$ cat src/rtl/lif_if.sv
// lif_if
// Bundles the setup, control and status signals of a lif_layer.
//   master : the side that drives setup/execute/monitor select (testbench or host)
//   slave  : the lif_layer itself
// Signals:
//   setup_en     setup write strobe
//   setup_sel    setup target selector (3 bits)
//   setup_addr   neuron index for weight writes
//   data_in      setup data byte
//   execute      request one timestep
//   mon_sel      neuron whose membrane appears on membrane_out
//   spikes       spike vector of the last completed timestep
//   membrane_out membrane of neuron mon_sel
//   busy         timestep evaluation in progress
//   step_done    one-cycle completion pulse
interface lif_if #(
  parameter int NEURONS       = 4,
  parameter int MEMBRANE_BITS = 8
);
  localparam int AW = (NEURONS > 1) ? $clog2(NEURONS) : 1;

  logic                     setup_en;
  logic [2:0]               setup_sel;
  logic [AW-1:0]            setup_addr;
  logic [7:0]               data_in;
  logic                     execute;
  logic [AW-1:0]            mon_sel;
  logic [NEURONS-1:0]       spikes;
  logic [MEMBRANE_BITS-1:0] membrane_out;
  logic                     busy;
  logic                     step_done;

  modport master (
    output setup_en, setup_sel, setup_addr, data_in, execute, mon_sel,
    input  spikes, membrane_out, busy, step_done
  );

  modport slave (
    input  setup_en, setup_sel, setup_addr, data_in, execute, mon_sel,
    output spikes, membrane_out, busy, step_done
  );
endinterface

$ cat src/rtl/lif_layer.sv
// lif_layer
// A layer of leaky integrate-and-fire neurons sharing one binary input vector.
// Each neuron has a per-synapse sign weight (1 = +1, 0 = -1). One timestep
// evaluates the neurons sequentially, one per clock, then publishes the spike
// vector together with a one-cycle step_done pulse.
// Ports:
//   clk    clock
//   reset  synchronous, active-high reset
//   bus    lif_if slave modport (setup writes, execute, monitor, status)
module lif_layer #(
  parameter int SYNAPSES      = 32,
  parameter int NEURONS       = 4,
  parameter int MEMBRANE_BITS = 8
) (
  input  logic clk,
  input  logic reset,
  lif_if.slave bus
);

  localparam int AW = (NEURONS > 1) ? $clog2(NEURONS) : 1;
  localparam int SW = $clog2(SYNAPSES) + 2;
  localparam int MB = MEMBRANE_BITS;
  localparam int CW = MB + 1;

  localparam logic [0:0] IDLE = 1'b0;
  localparam logic [0:0] EVAL = 1'b1;

  localparam logic [2:0] SEL_INPUTS    = 3'b000;
  localparam logic [2:0] SEL_WEIGHTS   = 3'b001;
  localparam logic [2:0] SEL_THRESHOLD = 3'b010;
  localparam logic [2:0] SEL_SHIFT     = 3'b011;
  localparam logic [2:0] SEL_REFRACT   = 3'b100;
  localparam logic [2:0] SEL_RMODE     = 3'b101;

  logic [0:0]                state_q, state_d;
  logic [AW-1:0]             idx_q, idx_d;
  logic [SYNAPSES-1:0]       inputs_q, inputs_d;
  logic [SYNAPSES-1:0]       snap_q, snap_d;
  logic [SYNAPSES-1:0]       weights_q [NEURONS];
  logic [SYNAPSES-1:0]       weights_d [NEURONS];
  logic signed [MB-1:0]      threshold_q, threshold_d;
  logic [2:0]                shift_q, shift_d;
  logic [3:0]                refract_len_q, refract_len_d;
  logic                      reset_mode_q, reset_mode_d;
  logic signed [MB-1:0]      membrane_q [NEURONS];
  logic signed [MB-1:0]      membrane_d [NEURONS];
  logic [3:0]                refract_q [NEURONS];
  logic [3:0]                refract_d [NEURONS];
  logic [NEURONS-1:0]        spikes_q, spikes_d;
  logic [NEURONS-1:0]        acc_q, acc_d;
  logic                      step_done_q, step_done_d;

  logic [SYNAPSES-1:0]       cur_w;
  logic signed [MB-1:0]      cur_m;
  logic                      refractory;
  logic signed [SW-1:0]      syn_sum;
  logic signed [SW-1:0]      eff_sum;
  logic signed [MB-1:0]      leaked;
  logic signed [CW-1:0]      cand_w;
  logic signed [MB-1:0]      cand;
  logic                      fire;
  logic signed [MB-1:0]      post_spike;
  logic signed [MB-1:0]      mon_value;

  // Datapath for the neuron currently addressed by idx_q. It is only consumed
  // while the state is EVAL, so it may compute freely in IDLE.
  always_comb begin
    cur_w      = weights_q[idx_q];
    cur_m      = membrane_q[idx_q];
    refractory = (refract_q[idx_q] != 4'd0);

    syn_sum = '0;
    for (int i = 0; i < SYNAPSES; i++) begin
      if (snap_q[i]) begin
        if (cur_w[i]) syn_sum = syn_sum + SW'(1);
        else          syn_sum = syn_sum - SW'(1);
      end
    end
    eff_sum = refractory ? '0 : syn_sum;

    // A shift of zero would otherwise wipe the membrane (m - m), so it is
    // treated as "no leak".
    if (shift_q == 3'd0) leaked = cur_m;
    else                 leaked = cur_m - (cur_m >>> shift_q);

    // One extra bit holds the exact sum; disagreeing top bits mean overflow.
    cand_w = {leaked[MB-1], leaked} + {{(CW-SW){eff_sum[SW-1]}}, eff_sum};
    if (cand_w[CW-1] != cand_w[CW-2]) begin
      if (cand_w[CW-1]) cand = {1'b1, {(MB-1){1'b0}}};
      else              cand = {1'b0, {(MB-1){1'b1}}};
    end else begin
      cand = cand_w[MB-1:0];
    end

    fire = (cand >= threshold_q);
    if (reset_mode_q) post_spike = cand - threshold_q;
    else              post_spike = '0;
  end

  // Next-state logic: setup writes and timestep acceptance in IDLE,
  // one neuron update per clock in EVAL.
  always_comb begin
    state_d       = state_q;
    idx_d         = idx_q;
    inputs_d      = inputs_q;
    snap_d        = snap_q;
    weights_d     = weights_q;
    threshold_d   = threshold_q;
    shift_d       = shift_q;
    refract_len_d = refract_len_q;
    reset_mode_d  = reset_mode_q;
    membrane_d    = membrane_q;
    refract_d     = refract_q;
    spikes_d      = spikes_q;
    acc_d         = acc_q;
    step_done_d   = 1'b0;

    case (state_q)
      IDLE: begin
        if (bus.execute) begin
          state_d = EVAL;
          idx_d   = '0;
          snap_d  = inputs_q;
          acc_d   = '0;
        end
        if (bus.setup_en) begin
          case (bus.setup_sel)
            SEL_INPUTS: begin
              inputs_d = (inputs_q << 8) | SYNAPSES'(bus.data_in);
            end
            SEL_WEIGHTS: begin
              if (int'(bus.setup_addr) < NEURONS) begin
                weights_d[bus.setup_addr] =
                  (weights_q[bus.setup_addr] << 8) | SYNAPSES'(bus.data_in);
              end
            end
            SEL_THRESHOLD: begin
              // Only the low MB-1 bits are taken, so the threshold is never negative.
              threshold_d = '0;
              for (int b = 0; (b < MB - 1) && (b < 8); b++) begin
                threshold_d[b] = bus.data_in[b];
              end
            end
            SEL_SHIFT:   shift_d       = bus.data_in[2:0];
            SEL_REFRACT: refract_len_d = bus.data_in[3:0];
            SEL_RMODE:   reset_mode_d  = bus.data_in[0];
            default: ;
          endcase
        end
      end

      EVAL: begin
        if (fire) begin
          membrane_d[idx_q] = post_spike;
          refract_d[idx_q]  = refract_len_q;
        end else begin
          membrane_d[idx_q] = cand;
          if (refractory) refract_d[idx_q] = refract_q[idx_q] - 4'd1;
        end
        acc_d[idx_q] = fire;

        // Spikes are published only once the whole layer has been evaluated.
        if (idx_q == AW'(NEURONS - 1)) begin
          state_d     = IDLE;
          spikes_d    = acc_d;
          step_done_d = 1'b1;
        end else begin
          idx_d = idx_q + AW'(1);
        end
      end

      default: state_d = IDLE;
    endcase
  end

  // State registers; reset also aborts an in-flight timestep.
  always_ff @(posedge clk) begin
    if (reset) begin
      state_q       <= IDLE;
      idx_q         <= '0;
      inputs_q      <= '0;
      snap_q        <= '0;
      threshold_q   <= MB'(5);
      shift_q       <= 3'd0;
      refract_len_q <= 4'd0;
      reset_mode_q  <= 1'b0;
      spikes_q      <= '0;
      acc_q         <= '0;
      step_done_q   <= 1'b0;
      for (int n = 0; n < NEURONS; n++) begin
        weights_q[n]  <= '1;
        membrane_q[n] <= '0;
        refract_q[n]  <= '0;
      end
    end else begin
      state_q       <= state_d;
      idx_q         <= idx_d;
      inputs_q      <= inputs_d;
      snap_q        <= snap_d;
      threshold_q   <= threshold_d;
      shift_q       <= shift_d;
      refract_len_q <= refract_len_d;
      reset_mode_q  <= reset_mode_d;
      spikes_q      <= spikes_d;
      acc_q         <= acc_d;
      step_done_q   <= step_done_d;
      for (int n = 0; n < NEURONS; n++) begin
        weights_q[n]  <= weights_d[n];
        membrane_q[n] <= membrane_d[n];
        refract_q[n]  <= refract_d[n];
      end
    end
  end

  // Monitor mux; an index beyond the last neuron reads as zero.
  always_comb begin
    mon_value = '0;
    for (int n = 0; n < NEURONS; n++) begin
      if (int'(bus.mon_sel) == n) mon_value = membrane_q[n];
    end
  end

  assign bus.spikes       = spikes_q;
  assign bus.membrane_out = mon_value;
  assign bus.busy         = (state_q == EVAL);
  assign bus.step_done    = step_done_q;

endmodule

$ cat src/flat_wrapper.sv
// flat-port wrapper written by rule: the top's interface ports become plain ports
module lif_layer_flat 
#(
  parameter int SYNAPSES      = 32,
  parameter int NEURONS       = 4,
  parameter int MEMBRANE_BITS = 8
)
  (clk, reset, bus_setup_en, bus_setup_sel, bus_setup_addr, bus_data_in, bus_execute, bus_mon_sel, bus_spikes, bus_membrane_out, bus_busy, bus_step_done);
  lif_if #(.NEURONS(NEURONS), .MEMBRANE_BITS(MEMBRANE_BITS)) bus_i ();
  input  logic clk;
  input  logic reset;
  input wire logic [$bits(bus_i.setup_en)-1:0] bus_setup_en;
  input wire logic [$bits(bus_i.setup_sel)-1:0] bus_setup_sel;
  input wire logic [$bits(bus_i.setup_addr)-1:0] bus_setup_addr;
  input wire logic [$bits(bus_i.data_in)-1:0] bus_data_in;
  input wire logic [$bits(bus_i.execute)-1:0] bus_execute;
  input wire logic [$bits(bus_i.mon_sel)-1:0] bus_mon_sel;
  output wire logic [$bits(bus_i.spikes)-1:0] bus_spikes;
  output wire logic [$bits(bus_i.membrane_out)-1:0] bus_membrane_out;
  output wire logic [$bits(bus_i.busy)-1:0] bus_busy;
  output wire logic [$bits(bus_i.step_done)-1:0] bus_step_done;
  assign bus_i.setup_en = bus_setup_en;
  assign bus_i.setup_sel = bus_setup_sel;
  assign bus_i.setup_addr = bus_setup_addr;
  assign bus_i.data_in = bus_data_in;
  assign bus_i.execute = bus_execute;
  assign bus_i.mon_sel = bus_mon_sel;
  assign bus_spikes = bus_i.spikes;
  assign bus_membrane_out = bus_i.membrane_out;
  assign bus_busy = bus_i.busy;
  assign bus_step_done = bus_i.step_done;
  lif_layer #(.SYNAPSES(SYNAPSES), .NEURONS(NEURONS), .MEMBRANE_BITS(MEMBRANE_BITS)) u_core (.clk(clk), .reset(reset), .bus(bus_i));
endmodule
$ cat config.mk
export PLATFORM = sky130hd
export DESIGN_NAME = lif_layer_flat
export DESIGN_NICKNAME = d
export VERILOG_FILES = /design/src/rtl/lif_if.sv /design/src/rtl/lif_layer.sv /design/src/flat_wrapper.sv
export SDC_FILE = /design/constraint.sdc
export NUM_CORES = 1
export LEC_CHECK = 0
export ABC_AREA = 1
export CAP_MARGIN = 20
export CORE_UTILIZATION = 50
export CTS_BUF_LIST = sky130_fd_sc_hd__clkbuf_4
export DETAILED_ROUTE_END_ITERATION = 8
export HOLD_SLACK_MARGIN = 0.05
export PLACE_DENSITY = 0.66
export RECOVER_POWER = 25
export REMOVE_ABC_BUFFERS = 1
export SYNTH_ARGS = -nofsm -noshare
export SYNTH_HDL_FRONTEND = slang
export SYNTH_SLANG_ARGS = --single-unit
$ cat constraint.sdc
create_clock -name clk -period 67.4 [get_ports clk]
set_input_delay 16.85 -clock clk [delete_from_list [all_inputs] [get_ports clk]]
set_output_delay 16.85 -clock clk [all_outputs]
set_load 0.01 [all_outputs]
==> results of run 1 <==
power by group:
| part | internal [mW] | total (mW) | leakage, nW | switching (mW) |
|---|---|---|---|---|
| logic | 0.255 | 0.761 | 9.70 | 0.506 |
| registers | 0.165 | 0.173 | 2.16 | 0.00782 |
| clock network | 0.0727 | 0.141 | 0.514 | 0.0687 |
| total | 0.493 | 1.08 | 12.4 | 0.583 |
kinds of logic after synthesis:
logic type | Yosys count | share of synthesized area [%]
flip-flops | 266 | 23.4
multiplexers | 1 | 0.0439
adder cells (fa/ha/maj) | 214 | 12.9
AND/OR/NAND/NOR | 1755 | 34.3
buffers and inverters | 492 | 8.14
AO/OA/AOI/OAI | 707 | 17.7
XOR/XNOR | 91 | 3.50
layer usage:
| layer | global-route usage, % | vias up | routed length [µm] |
|---|---|---|---|
| met3 | 3.64 | 105 | 4040 |
| met1 | 36.9 | 10878 | 29900 |
| met2 | 48.3 | 720 | 30600 |
| met5 | 0 | - | 0 |
| met4 | 7.47 | 0 | 1360 |
| li1 | - | 11868 | - |
critical path: cells and delay by family:
kind,cells,cell delay [ns]
compound gates,3,0.31
simple gates,1,0.33
buf+inv,3,1.22
through the flow:
stage | hold WS (ns) | cells | cell area (µm²)
floorplan | 0.426 | 3398 | 22300
finish | 0.462 | 4166 | 24400
CTS | 0.461 | 4163 | 24400
global route | 0.483 | 4166 | 24400
detailed placement | 0.446 | 4043 | 23500
global placement | 0.442 | 4043 | 23500
path summary, 6_finish.rpt:
path	from	to	slack (ns)	cells after the start
worst max-delay path	bus_mon_sel[0]	bus_membrane_out[7]	31.83	7
worst max register to register	u_core.idx_q[1]$_SDFFE_PP0P_	u_core.refract_q[2]$_SDFFE_PP0P_	33.93	147
worst min-delay path	u_core.weights_q[93]$_SDFFE_PP1P_	u_core.weights_q[93]$_SDFFE_PP1P_	0.46	2
worst min register to register	u_core.weights_q[93]$_SDFFE_PP1P_	u_core.weights_q[93]$_SDFFE_PP1P_	0.46	2
final cells by class:
cell class                      instances  area share (%)
Clock buffer                          101            3.10
Multi-Input combinational cell       2768            63.9
Sequential cell                       266            21.8
Clock inverter                         19           0.435
Tap cell                              592            3.03
Antenna cell                            2          0.0205
Inverter                              364            5.61
Timing Repair Buffer                   54            2.05
registers in the layout (all words and copies together) (netlist names), 2 cells and up:
register              count
u_core.refract_q         16
u_core.acc_q              3
u_core.membrane_q        32
u_core.weights_q        128
u_core.inputs_q          32
u_core.refract_len_q      4
u_core.snap_q            32
u_core.bus.spikes         4
u_core.idx_q              2
u_core.threshold_q        7
u_core.shift_q            3
placed cells by master, fill, tap and decap left out, types with 34 or more instances in the layout:
cell and n:
ha_1 178, nand3_1 432, nand2_1 916, clkbuf_4 101
a21oi_1 275, clkinv_1 34, inv_1 336, nor2_1 240
xor2_1 68, o21ai_0 235, dfxtp_1 265, fa_1 36
synthesized netlist by cell type (all sizes together) (8+ instances only):
master | count | share of area [%]
a31oi | 32 | 0.88
a22oi | 25 | 0.82
nor2 | 244 | 4.0
o21ai | 236 | 5.2
or2 | 17 | 0.47
xnor2 | 23 | 0.88
and2 | 34 | 0.94
a21oi | 276 | 6.1
xor2 | 68 | 2.6
nand4 | 8 | 0.22
ha | 178 | 9.8
nand3b | 18 | 0.59
clkbuf | 109 | 1.8
nand3 | 463 | 11
dfxtp | 266 | 23
fa | 36 | 3.2
inv | 343 | 5.7
nand2 | 955 | 16
buf | 19 | 0.33
a32oi | 31 | 1.2
a211oi | 29 | 0.96
nor3 | 15 | 0.33
clkinv | 21 | 0.35
o21bai | 27 | 0.89
o22ai | 9 | 0.25
o211ai | 19 | 0.63
==> impl_metrics.yaml, run 1 <==
detailed_routing:
  routed_via_density: 5.66
  drtAntennaViolNets: 0
  drcViolationCount: 0
  wl_per_cell_um: 15.8
  drt_iter0_markers: 1736
  wirelength_um: 65900
  route.vias.total: 23571
  first_pass_iters: 6
critical_path:
  required_ns: 50.55
  end_kind: "output port"
  crit_chain: "clkdlybuf4s50_1 -> nor2_1 -> inv_1 -> o21ai_0 -> a21oi_1 -> o21ai_0 -> clkdlybuf4s50_1"
  path_max_fanout: 7
  slowest_stage: "clkdlybuf4s50_1"
  start_kind: "input port"
  cp.arrival_ns: 18.72
  cpPeakStageDelay_ns: 0.57
  criticalPathCategory: "in -> out"
pwr:
  powerDensity_nw_per_um2: 44.0
  total_power_mw: 1.08
  ir_drop_uv: 51.2
  power.leakage_nw: 12.4
grt:
  grt_max_degree: 143
  grt_pass1_vias: 22263
  grt_pass1_wl_um: 109000
  antenna_found_initial: 1
  grt_overflow: 0
  track_usage_pct: 28.1
placed_design:
  dp_hpwl_um: 47500
  pre_cts_ws_ns: 31.83
  place_congestion: 0.876
  io_buffer_count: 32
floorplanning:
  die_area_um2: 46400
  ios: 33
  dieWidth_um: 215
  floorplan.initialDensity_pct: 51.1
  core_area_um2: 44600
  die_h_um: 215
  rows: 77
run_status:
  violations: "capacitance limit, slew limit"
  status: "finished with violations"
layout:
  seq_area_um2: 5330
  finish.utilization_pct: 54.8
  nNetsFinal: 3759
  final_layout_size_suffix_gt1_share_pct: 6.44
  areaGrowthSynthToFinish_pct: 7.22
  multiInputGateArea_um2: 15600
  fill_cells: 4418
cts:
  cts_hold_buffers: 0
  h-tree-depth: 3
  cts_tree: "yes"
  cts_resized: 0
  post_cts_buffers: 0
  clk_pin_slew_ns: 0.06
  clkLatencyLatePin_ns: 0.71
  numCtsBuffers: 72
  cts_root_buf: "clkbuf_4"
  cts_sinks: 266
  cts_buffer_depth: 3
sta:
  slew_violations: 184
  skew_ns: 0.0567
  setup_viol: 0
  fmax_mhz: 28.1
  period_needed_ns: 35.57
  setup_tns_ns: 0
  tightestPinTransition_ns: 3.96
  relSlewSlack_pct: -166
  hold_violations: 0
  min_period_over_period_pct: 52.8
  rsz0062_at_grt: "no"
  setup_ws_ns: 31.83
yosys:
  ys_async_sr_fraction_pct: 0
  ys.flop_type: "dfxtp_1"
  synth_cells: 3526
  netlist_area_um2: 22800
  syn_avg_cell_area_um2: 6.46
  synth_edf_count: 0
  ys_seq_elements: 266
  synth.distinct_cells: 46
  ys.warnings.count: 0
  seq_area_frac_synth_pct: 23.4
job:
  drv_cap: 2
min_path:
  hold_path.class: "reg -> reg"
No activity file was read; power rests on OpenSTA's default activity.
==> run 2: changes to the inputs <==
- PLACE_DENSITY: 0.66 -> 0.68
- clock period: 67.4 -> 30.6 ns (I/O delays scaled with it)
==> run 2 against run 1 <==
  * The flow still finishes with violations (capacitance limit, slew limit)
  * Critical path depth up 133
  * Sequential share of layout area down 0.86 points
  * First-iteration DRC count up 24%
  * Critical path type is now reg -> reg
  * Largest cell class unchanged
==> impl_metrics.yaml, run 2 (synthesis results as in run 1) <==
layout:
  fill_cells: 4241
  largest_reg_flops: 128
  postLayoutCellArea_um2: 25400
  final_layout_size_suffix_gt1_share_pct: 10.2
  layout_commonest_cell: "nand2_1"
  areaGrowthSynthToFinish_pct: 11.6
  nNetsFinal: 3787
  fin_cells: 4202
  final_cell_mix: "nand2_1, nand3_1, inv_1"
  regMostFlops: "u_core.weights_q"
critical_path:
  ff2ff_setup_slack_ns: 1.37
  r2r-end: "u_core.acc_q[2]$_SDFFE_PP0P_"
  worstReg2RegStart: "u_core.idx_q[0]$_SDFFE_PP0P_"
  criticalPathCategory: "reg -> reg"
  slowest_stage: "fa_2"
  reg2reg_depth: 140
  required_ns: 31.19
  cp.arrival_ns: 29.82
  end_kind: "flop"
  cpMostUsedCell: "fa_1"
  path_max_fanout: 8
  cpPeakStageDelay_ns: 0.53
  start_kind: "flop"
cts:
  numCtsBuffers: 72
  cts_hold_buffers: 0
  clkLatencyLatePin_ns: 0.70
  clk_pin_slew_ns: 0.06
  cts_sinks: 266
  cts_buffer_depth: 3
  h-tree-depth: 3
  cts_root_buf: "clkbuf_4"
  cts_tree: "yes"
placed_design:
  placed_cell_area_um2: 23600
  io_buffer_count: 32
  placed_cells: 4050
  dp_hpwl_um: 47400
  place_congestion: 0.891
detailed_routing:
  drt_iter0_markers: 2150
  routed_via_density: 5.70
  wl_per_cell_um: 16.0
  route.vias.total: 23962
  drtAntennaViolNets: 0
  wirelength_um: 67100
  drcViolationCount: 0
  first_pass_iters: 6
pwr:
  internal_power_mw: 1.29
  ir_drop_uv: 193
  power_frac_clock_pct: 12.4
  power.leakage_nw: 12.6
  power_frac_comb_pct: 73.7
  p_seq_share_pct: 13.8
  switching_share_pct: 52.9
  switchingPower_mw: 1.45
  total_power_mw: 2.73
  powerDensity_nw_per_um2: 107
min_path:
  holdPathStages: 2
  min_to: "u_core.weights_q[62]$_SDFFE_PP1P_"
  hold_path.class: "reg -> reg"
  hold_start: "u_core.weights_q[62]$_SDFFE_PP1P_"
floorplanning:
  floorplan.initialDensity_pct: 51.1
  dieWidth_um: 215
  die_h_um: 215
  core_area_um2: 44600
  rows: 77
  ios: 33
  die_area_um2: 46400
sta:
  setup_viol: 0
  skew_ns: 0.0738
  relSlewSlack_pct: -167
  whs_ns: 0.461
  period_needed_ns: 29.23
  hold_violations: 0
  tightestPinTransition_ns: 3.98
  slew_violations: 150
  fmax_mhz: 34.2
  min_period_over_period_pct: 95.5
grt:
  track_usage_pct: 27.8
  grt_pass1_wl_um: 109000
  antenna_found_initial: 1
  grt_overflow: 0
  grt_pass1_vias: 22308
  grt_max_degree: 120
job:
  drv_cap: 2
run_status:
  violations: "capacitance limit, slew limit"
  status: "finished with violations"
## run 2: cell types whose count changed in the layout (fill, tap and decap cells not counted), sizes merged
| cell | delta |
|---|---|
| buf | +26 |
| clkinv | +6 |
| clkbuf | +3 |
| bufinv | +2 |
| clkdlybuf4s50 | -2 |
| dlygate4sd3 | +2 |
| inv | -2 |
| clkinvlp | +1 |
| diode | -1 |
| nand2 | +1 |
## run 2: layout make-up
class                      count  area, µm²  share of cell area (%)
antenna                        1       2.50                 0.00984
clock buffer                 103        773                    3.04
clock inverter                26        194                   0.762
inverter                     364       1380                    5.44
multi-input combinational   2769      16300                    64.1
sequential                   266       5330                    20.9
tap                          592        741                    2.91
timing repair buffer          81        718                    2.82
## run 2: routing by layer
| metal | vias up | share of wire, % | track usage, % |
|---|---|---|---|
| li1 | 11937 | - | - |
| met1 | 11077 | 44 | 36.7 |
| met2 | 828 | 47 | 48.2 |
| met3 | 120 | 6.5 | 3.11 |
| met4 | 0 | 1.6 | 7.00 |
| met5 | - | 0 | 0 |
## run 2: power groups by stage
stage / registers, mW / clock network [mW] / logic [mW]
floorplan: 0.383 / 0 / 1.26
global placement: 0.385 / 0 / 1.60
detailed placement: 0.385 / 0 / 1.65
CTS: 0.378 / 0.344 / 1.67
global route: 0.380 / 0.364 / 2.24
finish: 0.378 / 0.340 / 2.01
## run 2: worst max-delay path by stage
stage                                 start  depth (start not counted)                                 to
2_1_floorplan  u_core.idx_q[0]$_SDFFE_PP0P_                        140   u_core.refract_q[1]$_SDFFE_PP0P_
3_3_place_gp   u_core.idx_q[0]$_SDFFE_PP0P_                        144  u_core.membrane_q[4]$_SDFFE_PP0P_
3_5_place_dp   u_core.idx_q[0]$_SDFFE_PP0P_                        144  u_core.membrane_q[4]$_SDFFE_PP0P_
4_1_cts        u_core.idx_q[0]$_SDFFE_PP0P_                        144  u_core.membrane_q[1]$_SDFFE_PP0P_
5_1_grt        u_core.idx_q[0]$_SDFFE_PP0P_                        205  u_core.membrane_q[7]$_SDFFE_PP0P_
6_report       u_core.idx_q[0]$_SDFFE_PP0P_                        140       u_core.acc_q[2]$_SDFFE_PP0P_
## run 2: what timing repair did
| action | in CTS | in global routing |
|---|---|---|
| buffers inserted | 0 | 20 |
| setup endpoints to repair | 49 | 55 |
| resized for setup | 3 | 164 |
| gates cloned | 0 | 1 |
| pin swaps | 0 | 30 |
## run 2: per-stage QoR
| step | util (%) | setup slack (ns) | setup TNS [ns] |
|---|---|---|---|
| 6_report | 57.0 | 1.37 | 0 |
| 5_1_grt | 57.0 | -0.276 | -6.69 |
| 4_1_cts | 55.1 | 0.0154 | 0 |
| 3_5_place_dp | 52.9 | -0.333 | -8.48 |
| 3_3_place_gp | 52.9 | 0.382 | 0 |
| 2_1_floorplan | - | -0.852 | -27.97 |
## run 2: critical path, delay by kind of cell, from the launching register on
kind	cells	cell delay, ns
adders and majority gates	34	15.03
and+or+nand+nor	56	8.08
AOI/OAI and AO/OA	20	2.89
buffers and inverters	27	2.20
xor gates and xnor gates	3	0.56
DFF	1	0.38
